--- src/rtl/vga_palette_pkg.sv ---
// Shared VGA palette definitions: colour table, pixel type and encoder states.
// Both the palette decoder and the nearest-colour encoder import this package.
package vga_palette_pkg;
    localparam int NUM_COLORS = 8;
    localparam int IDX_W      = 3;
    localparam int DIST_W     = 10;

    typedef struct packed {
        logic [7:0] r;
        logic [7:0] g;
        logic [7:0] b;
    } rgb_t;

    typedef enum logic [1:0] {IDLE, SCAN, DONE} state_t;

    // Entries 4 and 7 are both white; the encoder's strict compare picks 4.
    localparam rgb_t PALETTE [NUM_COLORS] = '{
        24'h205cd0, 24'hdbb369, 24'h23cee5, 24'h14b5e1,
        24'hffffff, 24'h712e23, 24'h2098dc, 24'hffffff
    };
endpackage

--- src/rtl/rgb_manhattan_dist.sv ---
// Combinational Manhattan distance between two RGB pixels:
// |dr|+|dg|+|db|, each term 8 bits, summed zero-extended to DIST_W.
module rgb_manhattan_dist
    import vga_palette_pkg::*;
#(
    parameter int DIST_W = 10
) (
    input  rgb_t              i_a,
    input  rgb_t              i_b,
    output logic [DIST_W-1:0] o_dist
);
    function automatic logic [7:0] absdiff(input logic [7:0] a, input logic [7:0] b);
        return (a > b) ? (a - b) : (b - a);
    endfunction

    logic [7:0] w_dr, w_dg, w_db;

    assign w_dr   = absdiff(i_a.r, i_b.r);
    assign w_dg   = absdiff(i_a.g, i_b.g);
    assign w_db   = absdiff(i_a.b, i_b.b);
    assign o_dist = DIST_W'(w_dr) + DIST_W'(w_dg) + DIST_W'(w_db);
endmodule

--- src/rtl/vga_palette_encoder.sv ---
// Maps a 24-bit RGB pixel to the nearest 3-bit palette index by scanning
// one palette entry per cycle; valid/ready handshake on input and output.
module vga_palette_encoder
    import vga_palette_pkg::*;
#(
    parameter int NUM_COLORS = 8,
    parameter int IDX_W      = $clog2(NUM_COLORS),
    parameter int DIST_W     = 10
) (
    input  logic              clk,
    input  logic              rst,
    input  logic              in_valid,
    output logic              in_ready,
    input  logic [23:0]       in_rgb,
    output logic              out_valid,
    input  logic              out_ready,
    output logic [IDX_W-1:0]  out_idx,
    output logic [DIST_W-1:0] out_dist
);
    state_t              r_state, w_next;
    rgb_t                r_pix;
    logic [IDX_W-1:0]    r_cnt, r_best_idx, r_out_idx;
    logic [DIST_W-1:0]   r_best_dist, r_out_dist;
    logic [DIST_W-1:0]   w_dist;
    logic                w_upd, w_last;

    rgb_manhattan_dist #(.DIST_W(DIST_W)) u_dist (
        .i_a    (r_pix),
        .i_b    (PALETTE[r_cnt]),
        .o_dist (w_dist)
    );

    // Strict less-than keeps the earliest entry on ties.
    assign w_upd  = (w_dist < r_best_dist);
    assign w_last = (r_cnt == IDX_W'(NUM_COLORS - 1));

    always_ff @(posedge clk or posedge rst) begin
        if (rst) r_state <= IDLE;
        else     r_state <= w_next;
    end

    always_comb begin
        w_next    = r_state;
        in_ready  = 1'b0;
        out_valid = 1'b0;
        case (r_state)
            IDLE: begin
                in_ready = 1'b1;
                if (in_valid) w_next = SCAN;
            end
            SCAN: if (w_last) w_next = DONE;
            DONE: begin
                out_valid = 1'b1;
                if (out_ready) w_next = IDLE;
            end
            default: w_next = IDLE;
        endcase
    end

    always_ff @(posedge clk or posedge rst) begin
        if (rst) begin
            r_pix       <= '0;
            r_cnt       <= '0;
            r_best_dist <= '1;
            r_best_idx  <= '0;
            r_out_idx   <= '0;
            r_out_dist  <= '0;
        end else begin
            case (r_state)
                IDLE: if (in_valid) begin
                    r_pix       <= in_rgb;
                    r_cnt       <= '0;
                    r_best_dist <= '1;
                    r_best_idx  <= '0;
                end
                SCAN: begin
                    if (w_upd) begin
                        r_best_dist <= w_dist;
                        r_best_idx  <= r_cnt;
                    end
                    r_cnt <= r_cnt + 1'b1;
                    // Final compare folds straight into the held result.
                    if (w_last) begin
                        r_out_idx  <= w_upd ? r_cnt  : r_best_idx;
                        r_out_dist <= w_upd ? w_dist : r_best_dist;
                    end
                end
                default: ;
            endcase
        end
    end

    assign out_idx  = r_out_idx;
    assign out_dist = r_out_dist;
endmodule

--- config.mk ---
export PLATFORM = sky130hd
export DESIGN_NAME = vga_palette_encoder
export DESIGN_NICKNAME = d
export VERILOG_FILES = /design/src/rtl/vga_palette_pkg.sv /design/src/rtl/rgb_manhattan_dist.sv /design/src/rtl/vga_palette_encoder.sv
export SDC_FILE = /design/constraint.sdc
export NUM_CORES = 1
export LEC_CHECK = 0
export ABC_AREA = 1
export CAP_MARGIN = 20
export CORE_ASPECT_RATIO = 0.9
export CORE_MARGIN = 5
export CORE_UTILIZATION = 25
export CTS_CLUSTER_DIAMETER = 80
export CTS_CLUSTER_SIZE = 40
export DETAILED_ROUTE_END_ITERATION = 10
export DONT_BUFFER_PORTS = 1
export PLACE_DENSITY = 0.41
export SETUP_SLACK_MARGIN = 0.15
export SYNTH_ARGS = -nofsm -noshare
export SYNTH_HDL_FRONTEND = slang
export SYNTH_SLANG_ARGS = --single-unit
--- constraint.sdc ---
create_clock -name clk -period 14.8 [get_ports clk]
set_input_delay 0.74 -clock clk [delete_from_list [all_inputs] [get_ports clk]]
set_output_delay 0.74 -clock clk [all_outputs]
set_load 0.02 [all_outputs]
==> impl_results.md <==
* Delay-heaviest family, CP: simple AND/OR/NAND/NOR gates
* Most common cell after layout, fill and taps aside: nand2_1
* Cell accounting for the most synthesized area: dfrtp_1
* Fmax at around 160 MHz
* First-pass GRT wire length at about 27000 microns
* Cell count of the worst reg-to-reg path at 38
* WL/cell at between 10 and 15 microns
* ANT cells at 0
* Vias in the first global route at ~5.2k
* Gpl congestion at 0.872
* CTS clk-pin slew, worst paths at ~0.09 ns
* Root Buffer: clkbuf_16
* Required time worst endpoint at about 15 ns
* Final Skew at about 0.0076 ns
* Nets at slightly below 1k
* Synth top area share at slightly below 20%
* RSZ-0062 raised after global routing: false
* CTS Buf Count at 5
* DP Worst Slack at 8.37 ns
* Startpoint types: flip-flop
* I/O Buffers at 0
* R2r endpoint: r_best_idx[1]
* Share of cells above drive strength 1 at between 4 and 5%
* Cell area after synthesis at 5850 sq um
* Reg-to-reg startpoint: r_cnt[0]
* Final hold viol count at 0
* Post-synth EDFFs at 0
* Synthesized net count at slightly below 1k
* Worst Hold Launch: r_best_idx[0]
* Register bit total from synthesis at 55
* Worst hold path type: flip-flop to flip-flop
* Slew headroom at 49.1%
* CTS H-tree depth at 2
* Chip width at ~170 microns
* TritonCTS Sinks at 55
* Drt via density at roughly 4.3
* Final min period at 6.33 ns
* Yosys warnings at 0
* Area Growth Syn to Fin at 7.60%
* 1st-pass router iterations at 5
* Overflow after GRT at 0
* Row count at 53
* Max Cap Violations at 0
* Starting density of the core at roughly a quarter
* Die Ht at ~160 microns
* Commonest non-fill, non-tap cells in the layout: 280 x nand2_1, 160 x inv_1, 78 x ha_1
* DPL Wire Length at 13100 microns
* Final cell count without fillers at 1173
* Worst Path Max Fanout at 16
* Placed cells at around 1.2k
* Clock buffer depth at 2
* Core area at 23200 sq um
* Max incr delay on CP at 0.47 ns
* Slew Limit Fails at 0
* Status: completed
* Cts repair resizes at 0
* Overall routing resource usage at 12.5%
* Cts hold-fix bufs at 0
* Sum of negative setup slack at 0 ns
* Worst Path Arrival at around 6.5 ns
* Worst-skew pair later-pin latency at about 0.32 ns
* Post-CTS setup buffer count at 0
* R2R setup slack at around 8.5 ns
* CP endpoint kind: flip-flop
* DR DRC count at 0
* Cells after synthesis at between 800 and 900
* Yosys cell types at 34
* Hold Path End: r_best_idx[0]
* Sequential share of the synthesized area at about a quarter
* DRT iter0 DRCs at 301
* Avg Inst Size Synth at approximately 6.7 sq um
* DR vias at between 5k and 6k
* CTS tree: done
* Routed WL at around 16000 microns
* Dominant synthesized flop cell: dfrtp_1
* Worst path bufs/invs at 7
* Ys async rst share at 100%
* Die ar. at roughly 27000 sq um
* Initial antenna violation count at 0
* Post-route ant nets at 0
* Crit Path Category: flip-flop to flip-flop
* Slowest cell on crit path: dfrtp_1
* Worst hold path cell count at 2
* Slew @ Worst Pin at 0.763 ns
* Largest net degree at the start of global routing at 56
* Final worst setup slack at 8.47 ns
* Synth area leaders: dfrtp_1 19%, nand2_1 18%, ha_1 17%
* Cell repeated most along the worst path: nand2_1
* Fillers at 2634
* Setup Viol. Count Final at 0
* # IOs at between 40 and 50
* Final core occ at between 20 and 30%
* Final Cycle Share at a little over two fifths
[flip-flops by register name, indices dropped and copies added (netlist names)]
| register | count |
|---|---|
| r_cnt | 3 |
| r_best_dist | 10 |
| out_dist | 10 |
| r_state | 2 |
| r_pix | 24 |
| out_idx | 3 |
| r_best_idx | 3 |
[per-stage QoR]
step | hold WS (ns) | area [sq um]
finish | 0.492 | 6290
global route | 0.496 | 6290
CTS | 0.488 | 6290
detailed placement | 0.468 | 6130
global placement | 0.467 | 6130
floorplan | 0.448 | 5850
[area by class of cell]
type | count | area, sq um | area share, %
Inverter | 168 | 633 | 10.1
Timing Repair Buffer | 1 | 7.51 | 0.119
Clock inverter | 3 | 33.8 | 0.537
Clock buffer | 5 | 125 | 1.99
Sequential cell | 55 | 1390 | 22.1
Tap cell | 302 | 378 | 6.01
Multi-Input combinational cell | 639 | 3730 | 59.2
[metal layers]
| metal | track usage, % | share of wire, % | vias up |
|---|---|---|---|
| li1 | - | - | 2698 |
| met1 | 17.9 | 52 | 2295 |
| met2 | 20.0 | 44 | 70 |
| met3 | 1.70 | 2.9 | 10 |
| met4 | 2.90 | 1.2 | 0 |
| met5 | 0 | 0 | - |
[synthesized netlist by cell type (all sizes together), types with 5 or more instances]
library cell  count
ha               78
buf              13
inv             167
dfrtp            45
nand3            41
xnor2            13
nand2           284
o21a              6
fa                8
xor2             22
nor2             58
dfstp            10
o211ai            8
nand4             6
a21oi            37
a31oi             5
o21ai            62
[worst min-delay path: stages, from the launching register on]
cell and delay (ns):
dfrtp_1 0.35, nand2_1 0.05, o21ai_0 0.06
[worst max-delay path by stage]
stage / start / to / slack (ns) / cells after the start
after floorplan: r_cnt[0] / r_best_dist[2] / 9.47 / 39
after global placement: r_cnt[0] / r_best_dist[8] / 8.41 / 39
after detailed placement: r_cnt[0] / r_best_dist[8] / 8.37 / 39
after CTS: r_cnt[0] / r_best_dist[8] / 8.35 / 39
after global routing: r_cnt[0] / out_dist[8] / 7.59 / 39
final: r_cnt[0] / r_best_idx[1] / 8.47 / 38
[cells by family after synthesis]
family	synth area share, %
compound gates	11.6
fa+ha+maj	19.4
simple gates	27.5
buf+inv	12.5
xor+xnor	5.24
flops	23.7
Power is left out: the tool's default activity adds up to more than one toggle a clock period on the data nets, which glitch-free logic cannot reach.
